==> src/rtl/ws_frame_sched.sv <==
// Frame scheduler for the ws2812 driver core: snapshots an LED on/off vector and emits one write per LED.
// Optional brightness scaling of the ON colour is enabled by defining WS_SCHED_BRIGHT_EN.
module ws_frame_sched #(
    parameter int          NUM_LEDS   = 24,
    parameter logic [23:0] ON_COLOR   = 24'h10_10_10,
    parameter logic [23:0] OFF_COLOR  = 24'h00_00_00,
    parameter int          GAP_CYCLES = 2
) (
    input  logic                hwclk,
    input  logic                reset,
    input  logic [NUM_LEDS-1:0] bits,
    input  logic                frame_req,
`ifdef WS_SCHED_BRIGHT_EN
    input  logic [2:0]          brightness,
`endif
    output logic                busy,
    output logic                done,
    output logic [7:0]          led_num,
    output logic [23:0]         rgb_data,
    output logic                write
);

    typedef enum logic [1:0] {
        S_IDLE,
        S_WRITE,
        S_GAP,
        S_DONE
    } state_t;

    localparam int          GW       = (GAP_CYCLES > 1) ? $clog2(GAP_CYCLES) : 1;
    localparam logic [GW-1:0] GAP_LAST = (GAP_CYCLES > 0) ? GW'(GAP_CYCLES - 1) : '0;
    localparam logic [7:0]  IDX_LAST = 8'(NUM_LEDS - 1);

    state_t                state_q, state_d;
    logic [7:0]            idx_q, idx_d;
    logic [GW-1:0]         gap_q, gap_d;
    logic [NUM_LEDS-1:0]   shadow_q, shadow_d;
    logic                  pending_q, pending_d;
    logic                  busy_q, busy_d;
    logic                  done_q, done_d;
    logic                  write_q, write_d;
    logic [7:0]            led_q, led_d;
    logic [23:0]           rgb_q, rgb_d;
    logic                  frame_start;
    logic [23:0]           on_word;

    assign frame_start = (state_q == S_IDLE) && (frame_req || pending_q);

`ifdef WS_SCHED_BRIGHT_EN
    logic [2:0] bright_q, bright_d;

    assign bright_d = frame_start ? brightness : bright_q;

    // Each colour byte is attenuated independently so hue is roughly preserved.
    for (genvar gi = 0; gi < 3; gi++) begin : g_scale
        assign on_word[gi*8 +: 8] = ON_COLOR[gi*8 +: 8] >> bright_d;
    end

    always_ff @(posedge hwclk or negedge reset) begin
        if (!reset) begin
            bright_q <= '0;
        end else begin
            bright_q <= bright_d;
        end
    end
`else
    assign on_word = ON_COLOR;
`endif

    always_comb begin
        logic advance;
        logic sel_bit;
        state_d   = state_q;
        idx_d     = idx_q;
        gap_d     = gap_q;
        shadow_d  = shadow_q;
        pending_d = pending_q;
        led_d     = led_q;
        rgb_d     = rgb_q;
        advance   = 1'b0;
        sel_bit   = 1'b0;

        case (state_q)
            S_IDLE: begin
                if (frame_start) begin
                    shadow_d  = bits;
                    idx_d     = '0;
                    pending_d = 1'b0;
                    state_d   = S_WRITE;
                end
            end
            S_WRITE: begin
                gap_d = '0;
                if (GAP_CYCLES > 0) begin
                    state_d = S_GAP;
                end else begin
                    advance = 1'b1;
                end
            end
            S_GAP: begin
                if (gap_q == GAP_LAST) begin
                    advance = 1'b1;
                end else begin
                    gap_d = gap_q + 1'b1;
                end
            end
            S_DONE: begin
                state_d = S_IDLE;
            end
            default: begin
                state_d = S_IDLE;
            end
        endcase

        if (advance) begin
            if (idx_q == IDX_LAST) begin
                state_d = S_DONE;
            end else begin
                idx_d   = idx_q + 8'd1;
                state_d = S_WRITE;
            end
        end

        // Requests arriving while a frame is running coalesce into one follow-up frame.
        if ((state_q != S_IDLE) && frame_req) begin
            pending_d = 1'b1;
        end

        // Outputs are registered, so they are derived from the state being entered.
        write_d = (state_d == S_WRITE);
        busy_d  = (state_d != S_IDLE);
        done_d  = (state_d == S_DONE);

        for (int i = 0; i < NUM_LEDS; i++) begin
            if (idx_d == 8'(i)) begin
                sel_bit = shadow_d[i];
            end
        end

        if (write_d) begin
            led_d = idx_d;
            rgb_d = sel_bit ? on_word : OFF_COLOR;
        end
    end

    always_ff @(posedge hwclk or negedge reset) begin
        if (!reset) begin
            state_q   <= S_IDLE;
            idx_q     <= '0;
            gap_q     <= '0;
            shadow_q  <= '0;
            pending_q <= 1'b0;
            busy_q    <= 1'b0;
            done_q    <= 1'b0;
            write_q   <= 1'b0;
            led_q     <= '0;
            rgb_q     <= '0;
        end else begin
            state_q   <= state_d;
            idx_q     <= idx_d;
            gap_q     <= gap_d;
            shadow_q  <= shadow_d;
            pending_q <= pending_d;
            busy_q    <= busy_d;
            done_q    <= done_d;
            write_q   <= write_d;
            led_q     <= led_d;
            rgb_q     <= rgb_d;
        end
    end

    assign busy     = busy_q;
    assign done     = done_q;
    assign write    = write_q;
    assign led_num  = led_q;
    assign rgb_data = rgb_q;

endmodule

==> config.mk <==
export PLATFORM = sky130hd
export DESIGN_NAME = ws_frame_sched
export DESIGN_NICKNAME = d
export VERILOG_FILES = /design/src/rtl/ws_frame_sched.sv
export SDC_FILE = /design/constraint.sdc
export NUM_CORES = 1
export LEC_CHECK = 0
export ABC_AREA = 1
export CORE_ASPECT_RATIO = 0.6
export CORE_UTILIZATION = 55
export CTS_CLUSTER_DIAMETER = 50
export DETAILED_ROUTE_END_ITERATION = 16
export GPL_ROUTABILITY_DRIVEN = 0
export PLACE_DENSITY = 0.86
export SLEW_MARGIN = 20
export SYNTH_ARGS = -nofsm -noshare
export SYNTH_HDL_FRONTEND = slang
export SYNTH_SLANG_ARGS = --single-unit
==> constraint.sdc <==
create_clock -name hwclk -period 4.8 [get_ports hwclk]
set_clock_uncertainty 0.15 [all_clocks]
set_input_delay 1.2 -clock hwclk [delete_from_list [all_inputs] [get_ports hwclk]]
set_output_delay 1.2 -clock hwclk [all_outputs]
set_load 0.01 [all_outputs]
* Word level (Yosys, flattened, before mapping) *
Index checks and enable logic that the tools add are counted.

word-level totals
  flip-flop bits (word level) = 71
  logic and storage cells = 94
  input bits = 27
  output and inout bits = 35

operators by class
  reduce and logical (&&, ||, !) cells = 11
  eq/ne operators = 29
  add/subtract/negate cells = 2
  mux-type cells = 42

operators with widths
  operator                                                                count
  8-bit by 5-bit equality test with 1-bit output (second input constant)  9
  8-bit by 4-bit equality test with 1-bit output (second input constant)  8
  24-bit two-way mux                                                      2
  8-bit by 3-bit equality test with 1-bit output (second input constant)  4
  8-bit two-way mux                                                       4
  1-bit two-way mux                                                       30
  21-bit two-way mux                                                      1
  8-bit by 2-bit equality test with 1-bit output (second input constant)  2
  2-bit nonzero test                                                      5
  8-bit by 1-bit adder with 8-bit output (second input constant)          1
  8-bit by 1-bit equality test with 1-bit output (second input constant)  1
  8-bit zero test                                                         1
  2-bit equality test (second input constant)                             3
  2-bit two-way mux                                                       3
  2-bit one-hot mux with 3 select lines                                   1
  2-bit by 1-bit equality test with 1-bit output (second input constant)  2
  1-bit logical AND                                                       2
  2-bit zero test                                                         1
  1-bit one-hot mux with 2 select lines                                   1
  2-bit AND reduction                                                     1
  1-bit adder (second input constant)                                     1
  1-bit logical OR                                                        1

* Depth between registers and ports, before layout *
Gate-level depths: netlist of run 1.

  depth after elaboration = 32
  depth in mapped cells = 24

* Worst setup path after synthesis of run 1 *
OpenSTA, ideal clock, no wires.

  path kind = input -> register
  start = input port frame_req
  end = register rgb_q[12], in the netlist rgb_data[12]
  library setup time = 120 ps
  arrival = 2860 ps
  stages = 21
  slack = 1670 ps
  buffers on the path = 1
  cells stage by stage = o21ai_2 > inv_2 > nor3_1 > a21oi_4 > nand2_4 > nor2_8 > buf_6 > nand3_1 > nand3_1 > nor2_1 > nand4_1 > nand2_1 > nand4_1 > nand2_1 > nand4_1 > nand2_1 > nand4_1 > nand2_1 > nand4_1 > nand2_1 > nand2_1

on the way
  word-level cells in the longest chain between the ends = 32

ends and longest elaborated chain
  item                             line  RTL
  start: declaration               12    input logic frame_req,
  1-bit logical OR (*)             47    assign frame_start = (state_q == S_IDLE) && (frame_req || pending_q);
  1-bit logical AND (*)            47
  8-bit two-way mux                85    if (frame_start) begin
  8-bit two-way mux                83    case (state_q)
  8-bit two-way mux                116   if (idx_q == IDX_LAST) begin
  8-bit two-way mux                115   if (advance) begin
  8-bit zero test                  135   if (idx_d == 8'(i)) begin
  1-bit two-way mux (24 in a row)  135
  21-bit two-way mux               142   rgb_d = sel_bit ? on_word : OFF_COLOR;
  end signal: assignment           168   rgb_q <= rgb_d;
  end: declaration                 43    logic [23:0] rgb_q, rgb_d;

Mark *: on every way between the ends. The rest lies on a longest branch, timed or not.
A chain may end at the register's enable or synchronous reset.

* Worst setup path after layout of run 1 *
Same ends and word-level chain as after synthesis.

==> impl_metrics.json, run 1 <==
{
  "dieHeight_um": 57.3,
  "final.min_clock_period_ns": 3.77,
  "path_max_fanout": 30,
  "vias_per_cell": 5.13,
  "worstPathCellList": "clkdlybuf4s50_1 -> o21ai_2 -> buf_4 -> nand2_1 -> nand2_1 -> nand2_2 -> nand2_1 -> nor2_1 -> nand3_1 -> nand3_1 -> nor2_1 -> nand4_1 -> nand2_1 -> nand4_1 -> nand2_1 -> nand4_1 -> nand2_1 -> nand4_1 -> nand2_1 -> nand4_1 -> nand2_1 -> nand2_1",
  "cts_num_sinks": 48,
  "layout_commonest_cell": "nand2_1",
  "clkTransAtPathRegs_ns": 0.08,
  "ant_nets": 0,
  "crit_arrival_ns": 3.82,
  "fp.dieW_um": 94.2,
  "antenna_cells": 0,
  "grt_max_degree": 49,
  "antenna_found_initial": 0,
  "die_area_sq_mm": 0.00539,
  "synth-edff-count": 0,
  "final_cells": 445,
  "grt_pass1_wl_mm": 9.92,
  "drv_slew": 0,
  "start_util_pct": 59.2,
  "hold_buffers": 0,
  "place.port_buffers": 40,
  "drt_iter0_drc": 213,
  "p_per_area_mw_per_mm2": 208,
  "p_leak_nw": 1.70,
  "ys_types": 42,
  "tns_ns": 0,
  "yosysSeqAreaShare_pct": 42.9,
  "num_vias": 2285,
  "synthFlopType": "dfrtp_1",
  "path_common_cell": "nand2_1",
  "synth_seq_cells": 48,
  "rsz0062_at_grt": "false",
  "ys.warnings.count": 0,
  "fin_util_pct": 68.3,
  "postLayoutSetupSlackWorst_ns": 1.03,
  "slowest_delay_ns": 0.43,
  "area_delta_synth_final_pct": 15.3,
  "start_kind": "input pin",
  "hpwlAfterDp_mm": 4.51,
  "critPathBufInv": 2,
  "hold_path.class": "flop to flop",
  "netlist_area_sq_mm": 0.00280,
  "nNetsFinal": 413,
  "place_inst": 438,
  "maxCapViolCount": 0,
  "status": "completed",
  "tritoncts": "yes",
  "layout_common_cells": "nand2_1 (103), dfrtp_1 (48), clkdlybuf4s50_1 (39)",
  "crit_type": "input pin to flop",
  "cts_made_buffers": 5,
  "insertion_delay_ns": 0.31,
  "dpl_worst_slack_ns": 0.766,
  "slew_headroom_pct": 60.2,
  "vdd_drop_max_uv": 154,
  "fillers": 400,
  "critical-path-top-delay-family": "simple AND/OR/NAND/NOR gates",
  "drt_pass1_iterations": 4,
  "cts-root-buf": "clkbuf_8",
  "cp_slowest_cell": "clkdlybuf4s50_1",
  "setup_viol": 0,
  "fp.coreArea_sq_mm": 0.00473,
  "endpoint_kind": "flop",
  "grt_pass1_vias": 1966,
  "cts_setup_buffers": 0,
  "crit_required_ns": 4.85,
  "power_mw": 0.672,
  "worstMarginPinSlew_ns": 0.597,
  "cts_resized": 0,
  "wire_per_inst_um": 13.7,
  "fin_crit_sh_pct": 78.6,
  "avgSynthCellArea_sq_um": 8.15,
  "htreeDepth": 2,
  "overflow": 0,
  "drcViolationCount": 0,
  "hold_viol": 0,
  "ys_async_sr_fraction_pct": 100,
  "fmax_mhz": 265,
  "routed_wl_mm": 6.10,
  "grt_use_total_pct": 24.8,
  "pin_count": 62,
  "cts_buffer_depth": 2,
  "rows": 19,
  "synth_cells": 344,
  "layout-drive-gt1-share_pct": 14.1
}
[area by class of cell]
class / count / area (sq um) / area share [%]
well taps: 63 / 78.8 / 2.44
flip-flops and latches: 48 / 1200 / 37.2
clock inverters: 1 / 5.00 / 0.155
inverters: 36 / 136 / 4.22
repair buffers: 42 / 413 / 12.8
clock buffers: 6 / 72.6 / 2.25
multi-input cells: 249 / 1330 / 41.0
[report_power, final]
part	switching (mW)	leakage, nW	total (mW)	internal [mW]
clock	0.133	0.0410	0.232	0.0993
combinational	0.0180	1.05	0.0361	0.0181
sequential	0.0000000000000000158	0.614	0.404	0.404
[path summary, 6_finish.rpt]
| kind | startpoint | to | slack [ns] | cells after the start |
|---|---|---|---|---|
| max | frame_req | rgb_data[12] | 1.03 | 22 |
| min in group asynchronous | reset | led_num[6] | 0.74 | 1 |
| min reg2reg | shadow_q[5] | shadow_q[5] | 0.33 | 2 |
| max in group asynchronous | reset | shadow_q[4] | 3.35 | 1 |
| max reg2reg | state_q[0] | rgb_data[12] | 1.75 | 21 |
| min | shadow_q[5] | shadow_q[5] | 0.33 | 2 |
[cells in the mapped netlist, drive strengths merged (5+ instances only)]
cell,instances,area share [%]
nand2,120,19
dfrtp,48,43
inv,35,4.7
nor2,32,5.6
buf,27,7.1
nand3,19,3.7
nand4,9,2.0
o21a,9,2.4
o21ai,9,1.7
nor3,7,1.8
a21oi,5,1.8
[worst register-to-register path, stage by stage (launching register included)]
cell and delay (ns):
dfrtp_1 0.36, inv_1 0.12, ha_1 0.23, o21ai_2 0.08, inv_2 0.34, nor3_1 0.14, a21oi_4 0.18, nand2_4 0.09
nor2_8 0.20, inv_2 0.09, nor3_4 0.19, inv_2 0.07, o32ai_2 0.09, inv_1 0.06, nand2_1 0.07, nand4_1 0.07
nand2_1 0.07, nand4_1 0.06, nand2_1 0.08, nand4_1 0.09, nand2_1 0.07, nand2_1 0.04
[per-layer routing]
| layer | global-route usage, % | part of all wire, % | wire [um] | vias to the layer above |
|---|---|---|---|---|
| met5 | 0 | 0 | 0 | - |
| met4 | 8.35 | 1.6 | 98 | 0 |
| met3 | 5.73 | 8.6 | 527 | 11 |
| met2 | 32.3 | 40 | 2450 | 91 |
| met1 | 39.8 | 50 | 3020 | 1065 |
| li1 | - | - | - | 1118 |
[kinds of logic (layout without fill, tap and decap cells)]
logic type      count (synthesis)  count (layout)  synth area share (%)
simple gates                  192             192                  33.5
buf+inv                        67              85                  12.5
flops                          48              48                  42.9
compound gates                 29              29                  8.13
fa+ha+maj                       4               4                  1.79
mux                             2               2                 0.759
other cells                     1              21                 0.134
xor+xnor                        1               1                 0.313
[sequential cells by signal, indices dropped and copies added, names as in the netlist]
signal     count
busy           1
done           1
gap_q          1
idx_q          8
led_num        8
pending_q      1
rgb_data       1
shadow_q      24
state_q        2
write          1
[metrics by stage]
| stage | hold WS, ns | instance area, sq um |
|---|---|---|
| after floorplan | 0.294 | 2880 |
| after global placement | 0.314 | 3150 |
| after detailed placement | 0.316 | 3150 |
| after CTS | 0.338 | 3230 |
| after global routing | 0.360 | 3230 |
| final | 0.330 | 3230 |
No activity file was read; power rests on OpenSTA's default activity.
==> run 2: changes to the inputs <==
CORE_UTILIZATION = 46   (was 55)
PLACE_DENSITY = 0.77   (was 0.86)
clock period = 3.45 ns   (was 4.8 ns; I/O delays follow)
==> run 2 against run 1 <==
  * Global-route usage is 3.2 points lower
  * Total power is 64% higher
  * Non-clock buffer count is 9 higher
  * Clock-buffer cell count is 1 lower
  * Flip-flop and latch count stayed put
  * Critical path depth stayed put
  * Hold slack better by 0.0052 ns
  * Clock power is 110% higher
  * Final area is 4.8% higher
  * Sequential power is 39% higher
  * Sequential share of layout area is 1.7 points lower
  * Wire length is 4.1% higher
  * Largest cell class unchanged
==> impl_metrics.json, run 2 (same netlist as run 1, synthesis figures left out) <==
{
  "drt_pass1_iterations": 4,
  "postLayoutSetupSlackWorst_ns": 0.248,
  "p_per_area_mw_per_mm2": 326,
  "pin_count": 62,
  "largest_reg_flops": 24,
  "fp.coreArea_sq_mm": 0.00573,
  "worstMarginPinSlew_ns": 0.602,
  "grt_pass1_wl_mm": 10.5,
  "crit_required_ns": 3.50,
  "holdWs_ns": 0.336,
  "htreeDepth": 2,
  "rsz0062_at_grt": "false",
  "multiInputGateArea_sq_mm": 0.00133,
  "final.min_clock_period_ns": 3.20,
  "cts_buffer_depth": 2,
  "fillers": 519,
  "cts_made_buffers": 5,
  "drt_iter0_drc": 186,
  "hold_path.class": "flop to flop",
  "layout-drive-gt1-share_pct": 16.8,
  "tritoncts": "yes",
  "setup_viol": 0,
  "num_vias": 2300,
  "p_leak_nw": 1.78,
  "hold_viol": 0,
  "fp.dieW_um": 103,
  "layout_commonest_cell": "nand2_1",
  "ant_nets": 0,
  "status": "completed",
  "area_delta_synth_final_pct": 20.8,
  "hpwlAfterDp_mm": 4.80,
  "grt_use_total_pct": 21.5,
  "internal_power_mw": 0.879,
  "insertion_delay_ns": 0.31,
  "fmax_mhz": 312,
  "vdd_drop_max_uv": 218,
  "crit_type": "input pin to flop",
  "wire_per_inst_um": 13.4,
  "rows": 21,
  "slew_headroom_pct": 59.9,
  "antenna_cells": 0,
  "cts-root-buf": "clkbuf_8",
  "p_seq_share_pct": 50.9,
  "dieHeight_um": 62.5,
  "crit_arrival_ns": 3.25,
  "antenna_found_initial": 0,
  "start_kind": "input pin",
  "layout_common_cells": "nand2_1 (102), dfrtp_1 (48), clkdlybuf4s50_1 (39)",
  "maxCapViolCount": 0,
  "clkPwrFrac_pct": 44.6,
  "largest_register": "shadow_q",
  "grt_pass1_vias": 2084,
  "grt_max_degree": 49,
  "nNetsFinal": 422,
  "endpoint_kind": "flop",
  "cts_num_sinks": 48,
  "p_comb_share_pct": 4.5,
  "vias_per_cell": 4.87,
  "drv_slew": 0,
  "dpl_worst_slack_ns": -0.0928,
  "drcViolationCount": 0,
  "ff_latch_area_sq_mm": 0.00120,
  "start_util_pct": 48.9,
  "hold_buffers": 0,
  "switching_share_pct": 20.4,
  "switchingPower_mw": 0.225,
  "clkTransAtPathRegs_ns": 0.09,
  "path_max_fanout": 6,
  "overflow": 0,
  "place.port_buffers": 40,
  "die_area_sq_mm": 0.00642,
  "fin_crit_sh_pct": 92.8,
  "routed_wl_mm": 6.35
}
-- run 2: changes by cell type in the layout (fill, tap and decap cells not counted), sizes merged --
cell    delta
bufinv     +2
buf        +9
clkbuf     -1
inv        +1
clkinv     -1
-- run 2: what timing repair did --
action / 4_1_cts / 5_1_grt
endpoints found under the setup margin: 0 / 1
buffers inserted: 0 / 1
resized for setup: 0 / 2
-- run 2: cell type report --
type | count | area share, %
Sequential cell | 48 | 35.5
Clock inverter | 3 | 2.03
Clock buffer | 5 | 2.03
Tap cell | 80 | 2.96
Inverter | 36 | 4.03
Multi-Input combinational cell | 249 | 39.2
Timing Repair Buffer | 51 | 14.3
-- run 2: layer usage --
layer | GRT usage (%) | vias up | wire length, um | share of wire (%)
met5 | 0 | - | 0 | 0
met4 | 4.40 | 0 | 27 | 0.43
met1 | 34.7 | 1083 | 3310 | 52
li1 | - | 1138 | - | -
met3 | 6.71 | 4 | 488 | 7.7
met2 | 27.7 | 75 | 2520 | 40
-- run 2: final timing paths --
kind / startpoint / endpoint / slack (ns) / cells after the start
hold reg to reg: shadow_q[4] / shadow_q[4] / 0.34 / 2
min in group asynchronous: reset / gap_q / 0.40 / 1
setup reg to reg: state_q[0] / rgb_data[12] / 0.45 / 22
setup / recovery: frame_req / rgb_data[12] / 0.25 / 22
hold / removal: shadow_q[4] / shadow_q[4] / 0.34 / 2
max in group asynchronous: reset / idx_q[0] / 2.33 / 1
-- run 2: worst max-delay path, cell delays in order --
cell and delay, ns:
clkdlybuf4s50_1 0.49, o21ai_2 0.08, inv_2 0.15, nor2_1 0.09, a21oi_4 0.22, inv_2 0.09, nand2_2 0.12, nor2_1 0.09
nand3_1 0.07, nand2_1 0.05, inv_1 0.05, nand4_1 0.09, nand2_1 0.07, nand4_1 0.11, nand2_1 0.09, nand4_1 0.09
nand2_1 0.08, nand4_1 0.07, nand2_1 0.07, nand4_1 0.08, nand2_1 0.07, nand2_1 0.04
-- run 2: stage by stage --
stage               utilization [%]  cells  instance area [sq um]  setup TNS [ns]  power (mW)
finish                         59.1    472                   3390               0        1.10
global route                   59.1    472                   3390               0        1.14
CTS                            58.8    471                   3370               0        1.11
detailed placement             56.4    463                   3230         -0.0928       0.624
global placement               56.4    463                   3230               0       0.623
floorplan                         -    364                   2880               0       0.601
-- run 2: power by group through the flow --
stage | logic, mW | registers (mW) | clock network (mW)
3_3_place_gp | 0.0499 | 0.573 | 0
6_report | 0.0500 | 0.562 | 0.492
5_1_grt | 0.0554 | 0.562 | 0.526
2_1_floorplan | 0.0276 | 0.573 | 0
4_1_cts | 0.0505 | 0.562 | 0.500
3_5_place_dp | 0.0503 | 0.573 | 0
==> run 3: changes to the inputs <==
CORE_UTILIZATION = 45   (was 46)
PLACE_DENSITY = 0.75   (was 0.77)
SKIP_LAST_GASP = 1   (was default)
==> run 3 against run 2 <==
  * Via count grew 0.22%
  * Sequential share of layout area rose by 0.092 points
  * Clock power barely moved
  * Total power is essentially flat
  * First-iteration DRC count fell by 26%
  * Hold slack gained 0.0027 ns
  * Critical path depth unchanged
  * Final area shrank 0.26%
  * Die area is 2.2% higher
==> impl_metrics.json, run 3 (same netlist as run 1, synthesis figures left out) <==
{
  "p_leak_nw": 1.77,
  "fmax_mhz": 312,
  "rsz0062_at_grt": "false",
  "drcViolationCount": 0,
  "postLayoutSetupSlackWorst_ns": 0.250,
  "path_max_fanout": 12,
  "hpwlAfterDp_mm": 4.80,
  "worstPathCellList": "clkdlybuf4s50_1 -> o21ai_2 -> buf_4 -> nand2_1 -> nand2_2 -> nand2_4 -> nand2_2 -> nor2_1 -> nand3_1 -> nand3_1 -> nor2_1 -> nand4_1 -> nand2_1 -> nand4_1 -> nand2_1 -> nand4_1 -> nand2_1 -> nand4_1 -> nand2_1 -> nand4_1 -> nand2_1 -> nand2_1",
  "reg2reg_from": "state_q[1]",
  "cts_num_sinks": 48,
  "largest_register": "shadow_q",
  "area_delta_synth_final_pct": 20.5,
  "worstMarginPinSlew_ns": 0.596,
  "wire_per_inst_um": 13.5,
  "overflow": 0,
  "grt_pass1_vias": 2010,
  "p_per_area_mw_per_mm2": 327,
  "hold_path.class": "flop to flop",
  "fp.dieW_um": 104,
  "fin_crit_sh_pct": 92.8,
  "final.min_clock_period_ns": 3.20,
  "routed_wl_mm": 6.36,
  "num_vias": 2305,
  "layout_commonest_cell": "nand2_1",
  "layout-drive-gt1-share_pct": 16.6,
  "start_kind": "input pin",
  "crit_arrival_ns": 3.25,
  "power_mw": 1.10,
  "internal_power_mw": 0.879,
  "die_area_sq_mm": 0.00656,
  "crit_type": "input pin to flop",
  "grt_use_total_pct": 20.2,
  "path_common_cell": "nand2_1",
  "cts_buffer_depth": 2,
  "whs_path_depth": 2,
  "nNetsFinal": 421,
  "status": "completed",
  "drv_slew": 0,
  "switchingPower_mw": 0.225,
  "slew_headroom_pct": 60.3,
  "maxCapViolCount": 0,
  "tritoncts": "yes",
  "rows": 21,
  "dieHeight_um": 63.1,
  "insertion_delay_ns": 0.31,
  "switching_share_pct": 20.4,
  "htreeDepth": 2,
  "antenna_cells": 0,
  "setup_viol": 0,
  "clkPwrFrac_pct": 44.6,
  "min_to": "shadow_q[15]",
  "r2r_setup_slack_ns": 0.44,
  "hold_viol": 0,
  "ant_nets": 0,
  "clkTransAtPathRegs_ns": 0.09,
  "p_comb_share_pct": 4.5,
  "vias_per_cell": 4.89,
  "grt_pass1_wl_mm": 10.2,
  "start_util_pct": 48.5,
  "antenna_found_initial": 0,
  "dpl_worst_slack_ns": -0.0125,
  "cts_made_buffers": 5,
  "final_cells": 471,
  "place.port_buffers": 40,
  "reg2reg_depth": 21,
  "critical-path-top-delay-family": "simple AND/OR/NAND/NOR gates",
  "slowest_delay_ns": 0.43,
  "r2r-end": "rgb_data[12]",
  "layout_common_cells": "nand2_1 (103), dfrtp_1 (48), clkdlybuf4s50_1 (39)",
  "cts-root-buf": "clkbuf_8",
  "fp.coreArea_sq_mm": 0.00578,
  "pin_count": 62,
  "cp_slowest_cell": "clkdlybuf4s50_1",
  "drt_iter0_drc": 137,
  "p_seq_share_pct": 50.9,
  "grt_max_degree": 49,
  "endpoint_kind": "flop",
  "fin_util_pct": 58.4,
  "critPathBufInv": 2,
  "crit_required_ns": 3.50,
  "vdd_drop_max_uv": 208,
  "largest_reg_flops": 24,
  "min_from": "shadow_q[15]",
  "place_inst": 463,
  "drt_pass1_iterations": 4
}
## run 3: worst max path at each step
stage / startpoint / endpoint / slack, ns / depth (start not counted)
3_3_place_gp: frame_req / rgb_data[12] / 0.03 / 22
2_1_floorplan: frame_req / rgb_data[12] / 0.66 / 21
6_report: frame_req / rgb_data[12] / 0.25 / 22
5_1_grt: frame_req / rgb_data[12] / 0.03 / 22
3_5_place_dp: frame_req / rgb_data[12] / -0.01 / 19
4_1_cts: frame_req / rgb_data[12] / 0.29 / 19
## run 3: per-layer routing
metal | global-route usage (%) | vias to the layer above | wire [um]
li1 | - | 1141 | -
met1 | 30.4 | 1065 | 3200
met2 | 28.3 | 91 | 2610
met3 | 5.49 | 8 | 495
met4 | 5.00 | 0 | 51
met5 | 0 | - | 0
## run 3: power groups by stage
| stage | clock [mW] | sequential (mW) | combinational [mW] |
|---|---|---|---|
| finish | 0.492 | 0.562 | 0.0499 |
| global route | 0.528 | 0.562 | 0.0554 |
| CTS | 0.497 | 0.562 | 0.0503 |
| detailed placement | 0 | 0.573 | 0.0501 |
| global placement | 0 | 0.573 | 0.0498 |
| floorplan | 0 | 0.573 | 0.0276 |
## run 3: worst register-to-register path, cell delays in order (launching register included)
cell	delay, ns
dfrtp_1	0.43
ha_1	0.21
nand2_1	0.10
clkinv_2	0.26
nor3_1	0.45
a21oi_4	0.08
nand2_4	0.11
nor2_8	0.06
nand3_1	0.07
nand3_1	0.07
nor2_1	0.08
nand4_1	0.08
nand2_1	0.08
nand4_1	0.11
nand2_1	0.08
nand4_1	0.07
nand2_1	0.07
nand4_1	0.07
nand2_1	0.07
nand4_1	0.07
nand2_1	0.08
nand2_1	0.04
## run 3: what timing repair did
item | CTS | global route
endpoints found under the setup margin | 0 | 1
gates resized for setup | 0 | 1
buffers inserted | 0 | 0
hold buffers | 0 | 0
## run 3: final cells by class
cell class | instances | area (sq um)
timing repair buffer | 50 | 473
clock buffer | 5 | 68.8
inverter | 36 | 136
clock inverter | 3 | 68.8
multi-input combinational | 249 | 1330
fill | 550 | 2400
sequential | 48 | 1200
tap | 80 | 100
## run 3: per-stage QoR
step	TNS, ns	instance area [sq um]	hold slack, ns
after floorplan	0	2880	0.294
after global placement	0	3230	0.319
after detailed placement	-0.0125	3230	0.314
after CTS	0	3370	0.337
after global routing	0	3380	0.361
final	0	3380	0.338
==> variant 1 (settings of run 3) <==
`rgb_q` no longer has a reset.
--- a/src/rtl/ws_frame_sched.sv
+++ b/src/rtl/ws_frame_sched.sv
@@ -155,5 +155,4 @@
             write_q   <= 1'b0;
             led_q     <= '0;
-            rgb_q     <= '0;
         end else begin
             state_q   <= state_d;
@@ -166,6 +165,9 @@
             write_q   <= write_d;
             led_q     <= led_d;
-            rgb_q     <= rgb_d;
         end
+    end
+
+    always_ff @(posedge hwclk) begin
+        rgb_q <= rgb_d;
     end
 
Function: changed (Yosys sat finds a counterexample within 4 cycles, from zero or initial values and one cycle with reset low).
==> variant 1 against run 3 <==
Global-route usage grew 0.90 points. Critical path depth grew 1. Final area grew 2.0%. Sequential cell count is the same. Setup slack gained 0.13 ns. Area after synthesis shrank 3.0%. Hold slack is essentially flat. Fmax grew 4.2%. Total power shrank 13%. Wire length shrank 0.41%. Via count grew 2.7%. Critical endpoint is now rgb_data[12]. Largest cell class unchanged. Largest power group unchanged.
==> variant 1: results (changes against run 3) <==
fraction of area in multi-input gates 0.365 (-0.0288); Signal buffers 74 (+48%); reg2reg start state_q[0]; Worst Hold End shadow_q[1]; Clock buffers and inverters, area share 0.0269 (-0.0139); switching share of power 0.221 (+0.0168); fin crit share 0.890 (-0.0375); reg2reg end rgb_data[12]; Synth top area share 0.433 (+0.00421); number of non-clock inverters 34 (-5.6%); fraction of layout cells with a size suffix above 1 0.202 (+0.0357); FFs w/ async S/R, synth 0.979 (-0.0208); sequential area share after synthesis 0.444 (+0.0153); met3 routed WL 484 µm (-2.2%); hold_sp shadow_q[1]; Lkg Pwr 1.81 nW (+2.3%); Slew @ Worst Pin 0.596 ns (-0.00000834 ns); largest net degree at the start of global routing 48 (-2.0%); Post-synth EDFFs 1 (+1); pre-CTS setup slack -0.135 ns (-0.123 ns); vias in the first global route 2117 (+5.3%); GRT met2 Usage 0.284 (about the same); met1 Use GR 0.334 (+0.0296); met3 layer usage reported by global route 0.0507 (-0.00419); cells on worst reg2reg path 23 (+9.5%); DR pass1 iterations 5 (+1); buffering overhead 0.191 (+0.0514); sequential cell area share 0.350 (-0.00552); Total GRT Usage 0.211 (+0.00898); status finished clean; initial DRC count 187 (+36%); main area contributors after synthesis dfrtp_1, nand2_1, buf_4; fillers 509 (-7.5%); WL/cell 12.8 µm (-5.4%); Data arrival, critical path 2.98 ns (-0.27 ns); clock buf count 6 (+1); multi-input logic cell count 252 (+1.2%); post-synth cell types 36 (-14%); worst-path maximum fanout 15 (+3); Setup CP Type reg -> reg; Placed Area 3320 µm² (+2.7%); first-pass GRT wire length 10200 µm (-0.14%); Hold Slack 0.338 ns (-0.0000600 ns); via count 2368 (+2.7%); metal2 WL 2510 µm (-3.8%); fin nets 446 (+5.9%); DP HPWL 4640 µm (-3.2%); routed length on met1 3270 µm (+2.1%)
==> variant 1: cell count changes in the layout (fill, tap and decap cells not counted), moves of 3 or more <==
cell	delta
nand4_1	-3
nor2_1	+5
buf_4	+23
o21ai_0	+3
nand3_1	+7
==> variant 1: cell families after synthesis <==
family,after synthesis,share of synthesized area
simple gates,197,0.333
buf+inv,65,0.127
flops,48,0.444
compound gates,27,0.0686
fa+ha+maj,4,0.0184
other cells,1,0.00138
xor+xnor,1,0.00322
mux,1,0.00414
==> variant 1: critical path, cell delays in order (launching register included) <==
cell and delay, ns:
dfrtp_1 0.37, inv_1 0.11, ha_1 0.19, nand2_1 0.09, inv_2 0.28, nand3_1 0.20
nand2_4 0.15, inv_4 0.04, nand2_2 0.09, nor2_1 0.05, nand3_1 0.08, nand3_1 0.08
nor2_1 0.10, nand4_1 0.09, nand2_1 0.07, nand3_1 0.06, nand2_1 0.06, nand3_1 0.06
nand2_1 0.06, nand4_1 0.09, nand2_1 0.09, nand4_1 0.08, nor2_1 0.11, nand3_1 0.07
==> variant 1: stage by stage <==
stage           util  cells
2_1_floorplan      -    364
3_3_place_gp   0.582    486
3_5_place_dp   0.582    486
4_1_cts        0.599    494
5_1_grt        0.604    496
6_report       0.604    496
==> variant 1: repair_timing <==
action / CTS / global route
setup endpoints to repair: 0 / 1
buffers inserted: 0 / 1
resized for setup: 0 / 5
==> variant 1: power by group through the flow <==
| stage | Clock [mW] | Combinational [mW] | Sequential (mW) |
|---|---|---|---|
| global route | 0.385 | 0.0554 | 0.564 |
| floorplan | 0 | 0.0276 | 0.575 |
| detailed placement | 0 | 0.0497 | 0.575 |
| CTS | 0.354 | 0.0502 | 0.563 |
| global placement | 0 | 0.0496 | 0.575 |
| finish | 0.348 | 0.0494 | 0.563 |
==> variant 2 (config.mk and constraints of run 3) <==
Made on the original files. `GAP_CYCLES`: 2 -> 1.
--- a/src/rtl/ws_frame_sched.sv
+++ b/src/rtl/ws_frame_sched.sv
@@ -5,5 +5,5 @@
     parameter logic [23:0] ON_COLOR   = 24'h10_10_10,
     parameter logic [23:0] OFF_COLOR  = 24'h00_00_00,
-    parameter int          GAP_CYCLES = 2
+    parameter int          GAP_CYCLES = 1
 ) (
     input  logic                hwclk,
Behaviour: not the same (a bounded check fails within 4 cycles, from zero or initial values and one cycle with reset low).
==> variant 2 against run 3 <==
Wire length shrank 6.3%. Register-to-register slack better by 0.17 ns. Total power shrank 13%. Hold slack better by 0.0027 ns. Sequential cell count is 1 lower. Setup slack gained 0.015 ns. Final cell count fell by 1.3%. Largest cell class unchanged. Critical endpoint unchanged. Area after synthesis is 5.8% lower. Via count is 4.2% lower. Final area shrank 4.0%. Fmax grew 0.48%.
==> variant 2: results (changes against run 3) <==
vias in the first global route 2037 (+1.3%); cells on worst reg2reg path 25 (+19%); Non-Filler Instances 465 (-1.3%); sequential area share after synthesis 0.445 (+0.0167); DP HPWL 4530 µm (-5.7%); CTS clk-pin slew, worst paths 0.08 ns; main area contributors after synthesis dfrtp_1, nand2_1, buf_4; GRT met2 Usage 0.302 (+0.0190); DR pass1 iterations 5 (+1); Lkg Pwr 1.67 nW (-5.5%); switching pwr 217 µW (-3.6%); Tot Pwr 956 µW (-13%); Relative slew margins 0.610 (+0.00664); met3 layer usage reported by global route 0.0443 (-0.0106); sequential power 570 µW (+1%); Data arrival, critical path 3.27 ns (+0.02 ns); Clock Power Share 0.319 (-0.127); hold_sp shadow_q[11]; Commonest cells post-synth nand2_1, dfrtp_1, inv_1; initial DRC count 126 (-8.0%); Hold Slack 0.341 ns (+0.00267 ns); fillers 536 (-2.5%); Adder-Cell Fraction of Synth Area 0.0189 (+0.00109); placed insts 457 (-1.3%); worst-path maximum fanout 10 (-2); FFs w/ async S/R, synth 1.00 (unchanged); fmax 314 MHz (+0.48%); Total GRT Usage 0.217 (+0.0146); first-pass GRT wire length 10100 µm (-1.1%); Placed Area 3130 µm² (-3.2%); maximum VDD drop 0.158 mV (-24%); Vias/cell 4.75 (-3.0%); crit path to rgb_data[12]; worst skew pair latency 0.29 ns (-0.02 ns); post-synth cell types 35 (-17%); Detailed Route WL 5960 µm (-6.3%); Worst R2R Setup Slack 0.61 ns (+0.17 ns); CTS Buf Count 5 (unchanged); Worst Hold End shadow_q[11]; XOR/XNOR Fraction of Synth Area 0.00332 (+0.000191); fin nets 417 (-0.95%); Synth Instances 331 (-3.8%); status finished clean; fraction of layout cells with a size suffix above 1 0.158 (-0.00780); largest net degree at the start of global routing 48 (-2.0%); critical path launch point frame_req; pre-CTS setup slack -0.0415 ns (-0.0290 ns); compound-gate portion of the synthesized area 0.0711 (-0.0102); met1 Use GR 0.342 (+0.0371); multiplexer share of the synthesized area 0 (-0.00759); reg2reg start state_q[0]; CTS-repair resized insts 0 (unchanged); CTS Buffer Depth 2 (unchanged); Synth Flop Type dfrtp_1
variant 2: worst max-delay path: stages:
cell	delay, ns
clkdlybuf4s50_1	0.50
o21ai_2	0.10
buf_6	0.14
o21ai_0	0.14
nand2_1	0.06
nand2_1	0.12
nand2_4	0.09
nor2_8	0.20
nand3_4	0.13
nor2_2	0.10
nand2_1	0.06
o21ai_0	0.07
inv_1	0.06
nand3_1	0.08
nand2_1	0.05
nand4_1	0.06
nand2_1	0.05
nand3_1	0.06
nand2_1	0.05
nand4_1	0.06
nand2_1	0.05
nand2_1	0.05
nand2_1	0.05
nand2_1	0.06
variant 2: layout make-up:
class                   instances  area [µm²]  area share
inverters                      34         128      0.0394
multi-input cells             240        1230       0.379
clock buffers                   6        72.6      0.0224
repair buffers                 58         537       0.166
well taps                      80         100      0.0309
flip-flops and latches         47        1180       0.363
variant 2: per-layer routing:
metal | vias up | share of wire
li1 | 1103 | -
met1 | 1011 | 0.53
met2 | 89 | 0.39
met3 | 5 | 0.080
met4 | 0 | 0.0054
met5 | - | 0
